===== config.mk =====
export PLATFORM = sky130hd
export DESIGN_NAME = fetch_unit
export DESIGN_NICKNAME = d
export VERILOG_FILES = /design/src/rtl/fetch_unit.sv
export SDC_FILE = /design/constraint.sdc
export NUM_CORES = 1
export LEC_CHECK = 0
export ABC_CLOCK_PERIOD_IN_PS = 2250
export BUFFER_PORTS_ARGS = -buffer_cell sky130_fd_sc_hd__buf_2
export CORE_MARGIN = 5
export CORE_UTILIZATION = 30
export CTS_CLUSTER_SIZE = 25
export DETAILED_ROUTE_END_ITERATION = 6
export PLACE_DENSITY = 0.57
export SYNTH_ARGS = -nofsm -noshare
export SYNTH_HDL_FRONTEND = slang
export SYNTH_SLANG_ARGS = --single-unit

===== constraint.sdc =====
create_clock -name clk -period 2.25 [get_ports clk]
set_clock_uncertainty 0.15 [all_clocks]
set_input_delay 0.45 -clock clk [delete_from_list [all_inputs] [get_ports clk]]
set_output_delay 0.45 -clock clk [all_outputs]
set_load 0.05 [all_outputs]

===== src/rtl/fetch_unit.sv =====
// Instruction-fetch sequencer: owns the PC, reads one ROM word per cycle into a
// small prefetch queue and hands {pc, instr} pairs to decode; redirects flush it.
module fetch_unit #(
  parameter int          ADDRESS_WIDTH = 32,
  parameter int unsigned ROM_BYTES     = 4096,
  parameter int unsigned RESET_PC      = 0,
  parameter int unsigned DEPTH         = 2
) (
  input  logic                     clk,
  input  logic                     rst,
  output logic [ADDRESS_WIDTH-1:0] rom_pc,
  input  logic [31:0]              rom_instr,
  input  logic                     redirect_valid,
  input  logic [ADDRESS_WIDTH-1:0] redirect_pc,
  output logic                     out_valid,
  input  logic                     out_ready,
  output logic [ADDRESS_WIDTH-1:0] out_pc,
  output logic [31:0]              out_instr,
  output logic                     misalign
);

  localparam int IDX_W = $clog2(DEPTH);
  localparam int PTR_W = IDX_W + 1;
  localparam logic [ADDRESS_WIDTH-1:0] WRAP_MASK = ADDRESS_WIDTH'(ROM_BYTES - 1);
  localparam logic [ADDRESS_WIDTH-1:0] TGT_MASK  = WRAP_MASK & ~ADDRESS_WIDTH'(3);
  localparam logic [ADDRESS_WIDTH-1:0] PC_RST    = ADDRESS_WIDTH'(RESET_PC);

  logic [ADDRESS_WIDTH-1:0] fetch_pc_q, fetch_pc_d;
  logic [PTR_W-1:0]         rd_ptr_q, rd_ptr_d;
  logic [PTR_W-1:0]         wr_ptr_q, wr_ptr_d;
  logic [PTR_W-1:0]         count_q, count_d;
  logic                     misalign_q, misalign_d;
  logic [ADDRESS_WIDTH-1:0] mem_pc_q    [DEPTH];
  logic [ADDRESS_WIDTH-1:0] mem_pc_d    [DEPTH];
  logic [31:0]              mem_instr_q [DEPTH];
  logic [31:0]              mem_instr_d [DEPTH];
  logic                     deq, enq;

  function automatic logic [PTR_W-1:0] ptr_inc(input logic [PTR_W-1:0] p);
    return (p == PTR_W'(DEPTH - 1)) ? '0 : p + PTR_W'(1);
  endfunction

  assign rom_pc    = fetch_pc_q;
  assign out_valid = (count_q != '0);
  assign out_pc    = mem_pc_q[rd_ptr_q[IDX_W-1:0]];
  assign out_instr = mem_instr_q[rd_ptr_q[IDX_W-1:0]];
  assign misalign  = misalign_q;

  always_comb begin
    deq         = out_valid & out_ready;
    // Room exists if not full, or if the head leaves this same cycle.
    enq         = !redirect_valid & ((count_q < PTR_W'(DEPTH)) | deq);
    fetch_pc_d  = fetch_pc_q;
    rd_ptr_d    = rd_ptr_q;
    wr_ptr_d    = wr_ptr_q;
    count_d     = count_q;
    misalign_d  = misalign_q;
    mem_pc_d    = mem_pc_q;
    mem_instr_d = mem_instr_q;
    if (redirect_valid) begin
      rd_ptr_d   = '0;
      wr_ptr_d   = '0;
      count_d    = '0;
      fetch_pc_d = redirect_pc & TGT_MASK;
      if (redirect_pc[1:0] != 2'b00) misalign_d = 1'b1;
    end else begin
      if (enq) begin
        mem_pc_d[wr_ptr_q[IDX_W-1:0]]    = fetch_pc_q;
        mem_instr_d[wr_ptr_q[IDX_W-1:0]] = rom_instr;
        wr_ptr_d   = ptr_inc(wr_ptr_q);
        fetch_pc_d = (fetch_pc_q + ADDRESS_WIDTH'(4)) & WRAP_MASK;
      end
      if (deq) rd_ptr_d = ptr_inc(rd_ptr_q);
      case ({enq, deq})
        2'b10:   count_d = count_q + PTR_W'(1);
        2'b01:   count_d = count_q - PTR_W'(1);
        default: count_d = count_q;
      endcase
    end
  end

  always_ff @(posedge clk) begin
    if (rst) begin
      fetch_pc_q <= PC_RST;
      rd_ptr_q   <= '0;
      wr_ptr_q   <= '0;
      count_q    <= '0;
      misalign_q <= 1'b0;
      for (int unsigned i = 0; i < DEPTH; i++) begin
        mem_pc_q[i]    <= '0;
        mem_instr_q[i] <= '0;
      end
    end else begin
      fetch_pc_q  <= fetch_pc_d;
      rd_ptr_q    <= rd_ptr_d;
      wr_ptr_q    <= wr_ptr_d;
      count_q     <= count_d;
      misalign_q  <= misalign_d;
      mem_pc_q    <= mem_pc_d;
      mem_instr_q <= mem_instr_d;
    end
  end

endmodule


After elaboration in Yosys (flattened, before gate mapping)
Index checks and enable logic that the tools add are counted.
{ "op_classes": {"n_addsub": 5, "magnitude_cmp": 4, "n_eq_ne": 4, "muxes": 15, "n_bitwise": 6, "n_reduce_logical": 9} }
{ "op_table": {"columns": ["operator", "n"], "rows": [
  ["two-way mux 32 bit", 7],
  ["bitwise mux 64 bit", 2],
  ["demux 32 bit (select 1 bit)", 1],
  ["two-way mux 12 bit", 2],
  ["adder 12 x 3 -> 12 bit (second input constant)", 1],
  ["nonzero test 2 bit", 4],
  ["adder 2 x 1 -> 2 bit (second input constant)", 3],
  ["equality test 2 x 1 -> 1 bit (second input constant)", 3],
  [">= comparator 2 bit (second input constant)", 2],
  ["two-way mux 2 bit", 2],
  ["inverter 1 -> 2 bit", 2],
  ["one-hot mux 2 bit (2 select lines)", 1],
  ["AND reduction 2 bit", 2],
  ["AND 1 bit", 2],
  ["equality test 2 bit (second input constant)", 1],
  ["less-than comparator 2 x 1 -> 1 bit (second input constant)", 1],
  ["less-than comparator 2 bit (second input constant)", 1],
  ["OR reduction 2 bit", 1],
  ["subtractor 2 x 1 -> 2 bit (second input constant)", 1],
  ["logical AND 1 bit", 1],
  ["logical NOT 1 bit", 1],
  ["inverter 1 bit", 1],
  ["bitwise OR 1 bit", 1]
]} }
{ "totals": {"ff_bits": 147, "in_bits": 68, "wordCells": 53} }

Depth between registers and ports, before layout
Gate-level depths: netlist (run 1).
{ "logic_depth": {"word_depth": 6, "depth_mapped": 9, "depth_no_buf": 7} }

Least setup slack after synthesis (run 1)
OpenSTA, ideal clock, no wires.
{ "synth_path": {"kind": "reg-to-output", "from": "register rd_ptr_q[0]", "to": "output out_instr[0]", "t_arrival_ns": 1.385, "required_ns": 1.650, "path_slack_ns": 0.265, "path_stages_with_launch": 4, "cell_sequence": "dfxtp_1 clkbuf_1 buf_1 mux2_2"} }
{ "synth_between": {"elab_chain_len": 4} }
{ "synth_rtl": {"columns": ["item", "line_no", "text"], "rows": [
  ["start, declared", "29", "logic [PTR_W-1:0] rd_ptr_q, rd_ptr_d;"],
  ["start signal, assigned", "95", "rd_ptr_q <= rd_ptr_d;"],
  ["inverter 1 -> 2 bit (not written as such)", "46", "assign out_instr = mem_instr_q[rd_ptr_q[IDX_W-1:0]];"],
  ["two-way mux 32 bit (not written as such) (3 in a row)", "46", null],
  ["end, declared", "18", "output logic [31:0] out_instr,"]
]} }
Every way passes these cells. The select of a mux whose other input is x is not followed.

Worst setup path in the final report (run 1)
{ "layout_path": {"from": "register rd_ptr_q[0]", "to": "output out_instr[16]"} }
The elaborated chain is that of the path after synthesis.

==> results of run 1 <==
routing by layer:
layer,track usage,routed length (um),up-vias
li1,-,-,1891
met1,0.162,5160,1801
met2,0.233,5850,107
met3,0.0336,640,10
met4,0.0446,128,0
met5,0,0,-
cell type report:
cell class,count,area (um2)
Clock buffer,13,260
Clock inverter,2,35.0
Fill cell,1491,9240
Inverter,2,7.51
Multi-Input combinational cell,408,2150
Sequential cell,99,1980
Tap cell,184,230
Timing Repair Buffer,120,686
layout by cell type, fill, tap and decap left out, drive strengths merged, types with 3 or more instances in the layout:
cell type and count:
nand2 176, a21oi 87, nor2 10, dfxtp 99, xnor2 4, nand3 5
nor3 4, conb 44, xor2 8, a211oi 6, clkbuf 13, buf 120
mux2 42, nand4 3, and2 3
per-stage QoR:
| stage | instance area (um2) | hold WS, ns | utilization | std cells | total power, mW |
|---|---|---|---|---|---|
| global placement | 5060 | 0.287 | 0.347 | 813 | 2.70 |
| floorplan | 4620 | 0.283 | - | 591 | 2.58 |
| detailed placement | 5060 | 0.291 | 0.347 | 813 | 2.72 |
| CTS | 5350 | 0.192 | 0.367 | 828 | 4.28 |
| global route | 5350 | 0.202 | 0.367 | 828 | 4.40 |
| finish | 5350 | 0.214 | 0.367 | 828 | 4.21 |
power by group:
part	total (mW)	internal [mW]	switching, mW
Combinational	0.797	0.196	0.601
Sequential	1.88	1.83	0.0525
Clock	1.53	0.916	0.616
Total	4.21	2.94	1.27
registers in the layout, summed over array words and instances (netlist names):
signal and flops:
wr_ptr_q 1, mem_pc_q 20, misalign 1, mem_instr_q 64
rom_pc 10, rd_ptr_q 1, count_q 2
critical path: cells and delay by family, from the launching register on:
kind / cells / cell delay [ns]
mux: 1 / 0.38
buf+inv: 2 / 0.50
flops: 1 / 0.35
final timing paths:
path | from | end | slack (ns) | depth (start not counted)
min reg2reg | mem_instr_q[14]$_SDFFE_PP0P_ | mem_instr_q[14]$_SDFFE_PP0P_ | 0.30 | 2
max reg2reg | count_q[1]$_SDFFE_PP0P_ | count_q[1]$_SDFFE_PP0P_ | 0.51 | 6
max | rd_ptr_q[0]$_SDFFE_PP0P_ | out_instr[16] | 0.07 | 3
min | rom_instr[23] | mem_instr_q[55]$_SDFFE_PP0P_ | 0.21 | 3
kinds of logic (layout without fill, tap and decap cells):
family          count (synthesis)  after routing
simple gates                  209            209
compound gates                 99             99
flops                          99             99
buf+inv                        84            137
mux                            42             42
xor+xnor                       12             12
fa+ha+maj                       2              2
other cells                     1             44
==> run_results.csv, run 1 <==
group,metric,value,unit
yosys,synth_commonest_cells,"175 x nand2_1, 99 x dfxtp_1, 87 x a21oi_1",
yosys,synth_edf_count,0,
yosys,netlist_instances,548,
sta,hold_violations,0,
global_route,grt_pass1_vias,3835,
die,core-area,14600,um2
die,io_pins,166,
clock_tree,htree_levels,3,
placed_design,dp_slack,0.301,ns
clock_tree,cts.path.max_buffers,2,
power_and_ir_drop,p_leak,2.29,nW
yosys,synth-compound-area-share,0.117,
yosys,syn_area,4460,um2
critical_path,cp.required,1.65,ns
critical_path,worst_setup_path_end_kind,"primary output",
clock_tree,root_buffer,"clkbuf_16",
clock_tree,tritoncts,"done",
clock_tree,cts_buffers,9,
critical_path,critical-path-slowest-cell,"mux2_2",
route,drc,0,
route,routedWlPerCell,14.2,um
sta,setup_tns,0,ns
cells_and_area,antenna-diode-count,0,
critical_path,worstPathCellList,"buf_4, mux2_2, buf_2",
die,die_x,132,um
yosys,synth-async-reset-ratio,0,
yosys,yosysMostFrequentCell,"nand2_1",
cells_and_area,syn_to_final_growth,19.9,%
global_route,antenna_found_initial,0,
route,vias_per_cell,4.60,
sta,fmax,0.458,GHz
placed_design,port_buffers,101,
sta,rsz0062_at_grt,"false",
global_route,overflow,0,
sta,maxSlewViolCount,0,
critical_path,slowest_delay,0.38,ns
yosys,avgSynthCellArea,8.14,um2
yosys,synthSimpleGateAreaFrac,0.190,
flow_run,drv_cap,0,
critical_path,path_class,"reg -> out",
yosys,synth_warnings,0,
route,drt_iter0_markers,114,
status,outcome,"complete, no violations",
sta,fin_crit,2.18,ns
critical_path,start_kind,"register",
cells_and_area,nets,710,
global_route,grt_util_all_layers,0.134,
sta,worstMarginPinSlew,0.554,ns
yosys,synth_top_family_by_area,"simple AND/OR/NAND/NOR gates",
yosys,ys_types,32,
yosys,synth_top_cell_by_area,"dfxtp_1",
yosys,ys_seq_area_frac,0.444,
power_and_ir_drop,powerDensity,787,nW/um2
yosys,synth_area_leaders,"dfxtp_1 44%, nand2_1 15%, mux2_2 11%",
clock_tree,clock_sinks,99,
route,num_vias,3809,
placed_design,place.gp.congestion,0.774,
clock_tree,clkTransAtPathRegs,0.06,ns
route,antenna_left,0,
yosys,synthAdderAreaFrac,0.00561,
yosys,synthMuxAreaShare,0.106,
global_route,grt_max_degree,39,
die,die_h,132,um
yosys,ys_ff_latch,99,
clock_tree,hold_buffers,0,
power_and_ir_drop,vdd_ir_drop_max,0.295,mV
critical_path,cp.arrival,1.58,ns
cells_and_area,drive_gt1_frac,0.286,
global_route,grt_pass1_wl,19200,um
sta,finalCritPeriodShare,0.970,
yosys,synth_xor_area_frac,0.0235,
clock_tree,cts_resized,0,
die,initial_core_util,0.306,
clock_tree,clk_latency,0.33,ns
clock_tree,post_cts_buffers,0,
die,dieArea,17400,um2
yosys,synthFlopType,"dfxtp_1",
sta,fin_ws,0.0669,ns
route,wirelength,11800,um
yosys,synth_top_area_share,0.444,
min_path,min_path_type,"in -> reg",
route,dr.pass1.iters,4,
placed_design,dp_hpwl,8160,um
sta,max_slew_margin,0.631,
die,num_rows,44,
critical_path,cp_max_fo,19,
sta,finalSetupViolCount,0,
No activity file was read; power rests on OpenSTA's default activity.
==> inputs of run 2 (changes only) <==
- CORE_MARGIN: 5 -> 4
==> run 2 against run 1 <==
  * First-iteration DRC count up 35%
  * Cell area down 0.58%
  * Largest cell class unchanged
  * Die area decreased by 3.0%
  * Clock-buffer cell count did not move
  * Power fell by 1.5%
  * Hold slack worse by 0.015 ns
  * Fmax grew 2.7%
  * Largest power group unchanged
==> run_results.csv, run 2 (synthesis gave the netlist of run 1 again) <==
group,metric,value,unit
status,outcome,"complete, no violations",
clock_tree,root_buffer,"clkbuf_16",
power_and_ir_drop,power.total,4.15,mW
clock_tree,tritoncts,"done",
sta,maxSlewViolCount,0,
cells_and_area,mostFrequentLayoutCell,"nand2_1",
route,vias_per_cell,4.66,
clock_tree,clock_sinks,99,
cells_and_area,regMostFlops,"mem_instr_q",
global_route,overflow,0,
route,routedWlPerCell,14.1,um
sta,finalCritPeriodShare,0.945,
cells_and_area,syn_to_final_growth,19.2,%
critical_path,start_kind,"register",
route,dr.pass1.iters,5,
route,num_vias,3852,
flow_run,drv_cap,0,
placed_design,place.gp.congestion,0.775,
clock_tree,clkTransAtPathRegs,0.07,ns
min_path,min_path_type,"in -> reg",
placed_design,port_buffers,101,
sta,rsz0062_at_grt,"false",
cells_and_area,final_cells,826,
cells_and_area,seqCellArea,1980,um2
sta,max_slew_margin,0.380,
critical_path,path_class,"reg -> out",
die,dieArea,16900,um2
clock_tree,htree_levels,3,
clock_tree,hold_buffers,0,
cells_and_area,largest_register_ffs,64,
die,num_rows,44,
cells_and_area,multi_input_area,2150,um2
die,core-area,14500,um2
sta,setup_tns,0,ns
critical_path,worst_setup_path_end_kind,"primary output",
power_and_ir_drop,powerDensity,779,nW/um2
die,die_x,130,um
route,antenna_left,0,
cells_and_area,drive_gt1_frac,0.283,
critical_path,cp.arrival,1.53,ns
sta,finalSetupViolCount,0,
clock_tree,cts_buffers,9,
cells_and_area,antenna-diode-count,0,
sta,worstMarginPinSlew,0.930,ns
global_route,grt_util_all_layers,0.137,
cells_and_area,final_util,0.366,
critical_path,cp.required,1.65,ns
global_route,antenna_found_initial,0,
clock_tree,cts_resized,0,
sta,fin_crit,2.13,ns
clock_tree,clk_latency,0.34,ns
route,drc,0,
placed_design,dp_cells,810,
placed_design,dp_slack,0.154,ns
cells_and_area,nets,707,
sta,hold_violations,0,
clock_tree,post_cts_buffers,0,
global_route,grt_max_degree,43,
die,io_pins,166,
cells_and_area,final_cell_mix,"175 x nand2_1, 101 x buf_2, 98 x dfxtp_1",
clock_tree,cts.path.max_buffers,2,
sta,fin_ws,0.123,ns
cells_and_area,nFillCells,1481,
route,drt_iter0_markers,154,
power_and_ir_drop,p_leak,2.26,nW
critical_path,cp_max_fo,19,
sta,fmax,0.470,GHz
global_route,grt_pass1_vias,3654,
placed_design,dp_hpwl,7910,um
power_and_ir_drop,vdd_ir_drop_max,0.338,mV
die,initial_core_util,0.307,
global_route,grt_pass1_wl,18000,um
route,wirelength,11600,um
die,die_h,130,um
[run 2: changes by cell type in the layout (fill, tap and decap cells not counted), sizes merged]
| cell | before | now |
|---|---|---|
| bufinv | 1 | 0 |
| buf | 120 | 117 |
| clkinv | 1 | 0 |
| clkinvlp | 0 | 3 |
[run 2: critical path, stage by stage (launching register included)]
cell and delay (ns):
dfxtp_2 0.36, buf_6 0.23, mux2_2 0.37, buf_2 0.21
[run 2: area by class of cell]
cell class / instances / share of cell area
Inverter: 2 / 0.00141
Clock buffer: 13 / 0.0489
Timing Repair Buffer: 117 / 0.125
Tap cell: 184 / 0.0433
Clock inverter: 3 / 0.00423
Multi-Input combinational cell: 408 / 0.404
Sequential cell: 99 / 0.373
[run 2: routing by layer]
layer  routed length, um  up-vias  track usage
li1                    -     1886            -
met3                 889       15       0.0393
met2                5640      130        0.233
met1                4910     1821        0.163
met4                 184        0       0.0538
met5                   0        -            0
[run 2: worst paths after layout]
kind	from	endpoint	slack, ns	cells after the start
max	rd_ptr_q[0]$_SDFFE_PP0P_	out_instr[14]	0.12	3
min reg2reg	mem_instr_q[30]$_SDFFE_PP0P_	mem_instr_q[30]$_SDFFE_PP0P_	0.30	2
min	rom_instr[29]	mem_instr_q[61]$_SDFFE_PP0P_	0.20	3
max reg2reg	count_q[1]$_SDFFE_PP0P_	count_q[1]$_SDFFE_PP0P_	0.42	7
[run 2: where the power goes]
part / switching (mW) / internal, mW
clock network: 0.664 / 0.812
logic: 0.595 / 0.192
registers: 0.0557 / 1.83
total: 1.31 / 2.83
[run 2: stage by stage]
step | area [um2] | hold WS (ns)
after floorplan | 4620 | 0.283
after global placement | 5030 | 0.288
after detailed placement | 5030 | 0.295
after CTS | 5320 | 0.183
after global routing | 5320 | 0.192
final | 5320 | 0.199
==> inputs of run 3 (changes only) <==
- CORE_ASPECT_RATIO: not set -> 1.5
==> run 3 against run 2 <==
  * Utilization about the same
  * Final cell count increased by 1.1%
  * Sequential share of layout area decreased by 0.10 points
  * Clock power about the same
  * Routed wire length increased by 0.26%
  * Non-clock buffer count decreased by 3
  * First-iteration DRC count increased by 1.3%
  * Hold slack improved by 0.0025 ns
==> run_results.csv, run 3 (synthesis gave the netlist of run 1 again) <==
group,metric,value,unit
status,outcome,"complete, no violations",
global_route,antenna_found_initial,0,
sta,finalSetupViolCount,0,
global_route,grt_util_all_layers,0.138,
critical_path,r2r_start,"count_q[1]$_SDFFE_PP0P_",
critical_path,rrSetupSlack,0.37,ns
cells_and_area,largest_register_ffs,64,
route,drt_iter0_markers,156,
cells_and_area,final_cell_mix,"175 x nand2_1, 101 x buf_2, 98 x dfxtp_1",
cells_and_area,drive_gt1_frac,0.282,
power_and_ir_drop,vdd_ir_drop_max,0.358,mV
die,initial_core_util,0.306,
critical_path,start_kind,"register",
route,drc,0,
sta,finalCritPeriodShare,0.942,
global_route,grt_pass1_vias,3774,
clock_tree,hold_buffers,0,
critical_path,cp.arrival,1.52,ns
placed_design,place.gp.congestion,0.807,
critical_path,worst_setup_path_end_kind,"primary output",
cells_and_area,syn_to_final_growth,19.6,%
sta,fmax,0.472,GHz
critical_path,cp-startpoint,"rd_ptr_q[0]$_SDFFE_PP0P_",
critical_path,rr_endpoint,"mem_pc_q[5]$_SDFFE_PP0P_",
clock_tree,cts_resized,0,
clock_tree,clk_latency,0.34,ns
die,core-area,14600,um2
die,num_rows,54,
clock_tree,clkTransAtPathRegs,0.07,ns
die,dieArea,16900,um2
placed_design,dp_cells,819,
critical_path,endpoint,"out_pc[3]",
route,vias_per_cell,4.55,
placed_design,dp_hpwl,8020,um
sta,fin_crit,2.12,ns
sta,max_slew_margin,0.380,
die,io_pins,166,
cells_and_area,nets,704,
critical_path,path_class,"reg -> out",
global_route,grt_max_degree,43,
critical_path,cp.required,1.65,ns
clock_tree,htree_levels,3,
route,dr.pass1.iters,4,
sta,worstMarginPinSlew,0.931,ns
clock_tree,cts.path.max_buffers,2,
sta,maxSlewViolCount,0,
die,die_x,108,um
clock_tree,root_buffer,"clkbuf_16",
flow_run,drv_cap,0,
sta,rsz0062_at_grt,"false",
route,wirelength,11700,um
critical_path,rr_worst_depth,4,
route,antenna_left,0,
cells_and_area,mostFrequentLayoutCell,"nand2_1",
clock_tree,tritoncts,"done",
cells_and_area,final_cells,835,
cells_and_area,final_util,0.366,
power_and_ir_drop,p_leak,2.27,nW
clock_tree,post_cts_buffers,0,
sta,hold_violations,0,
die,die_h,157,um
power_and_ir_drop,powerDensity,777,nW/um2
critical_path,cp_max_fo,31,
route,routedWlPerCell,14.0,um
cells_and_area,regMostFlops,"mem_instr_q",
power_and_ir_drop,power.total,4.15,mW
clock_tree,cts_buffers,9,
placed_design,port_buffers,101,
cells_and_area,antenna-diode-count,0,
global_route,overflow,0,
route,num_vias,3803,
min_path,min_from,"rom_instr[22]",
min_path,min_path_type,"in -> reg",
sta,hold_slack,0.201,ns
sta,setup_tns,0,ns
clock_tree,clock_sinks,99,
global_route,grt_pass1_wl,18700,um
## run 3: cell count changes in the layout (fill, tap and decap cells not counted), sizes merged
cell	delta
clkinvlp	-3
clkbuf	-4
clkinv	+4
buf	-3
inv	+3
## run 3: layer usage
metal  GRT usage  up-vias  wire, um
li1            -     1876         -
met1       0.158     1790      4790
met2       0.246      120      6040
met3      0.0287       17       567
met4      0.0614        0       260
met5           0        -         0
## run 3: how the worst min path moves through the flow
stage / end / cells after the start
after CTS: mem_instr_q[22]$_SDFFE_PP0P_ / 3
after floorplan: mem_instr_q[0]$_SDFFE_PP0P_ / 2
after detailed placement: mem_instr_q[30]$_SDFFE_PP0P_ / 2
after global routing: mem_instr_q[39]$_SDFFE_PP0P_ / 3
final: mem_instr_q[22]$_SDFFE_PP0P_ / 3
after global placement: misalign$_SDFFE_PP0P_ / 2
## run 3: area by class of cell
cell class	instances	area, um2
clock buffer	9	225
fill	1551	9260
multi-input combinational	408	2150
timing repair buffer	114	666
clock inverter	7	60.1
tap	196	245
inverter	2	7.51
sequential	99	1980
## run 3: power by group
part,switching (mW),internal [mW]
clock,0.701,0.770
combinational,0.600,0.196
sequential,0.0517,1.83
## run 3: critical path: stages, from the launching register on
cell     delay (ns)
dfxtp_2        0.35
buf_12         0.22
mux2_2         0.37
buf_2          0.21
## run 3: stage by stage
stage / worst slack, ns / area, um2
2_1_floorplan: 0.265 / 4620
3_3_place_gp: 0.177 / 5050
3_5_place_dp: 0.119 / 5050
4_1_cts: 0.0984 / 5340
5_1_grt: 0.0695 / 5340
6_report: 0.131 / 5340
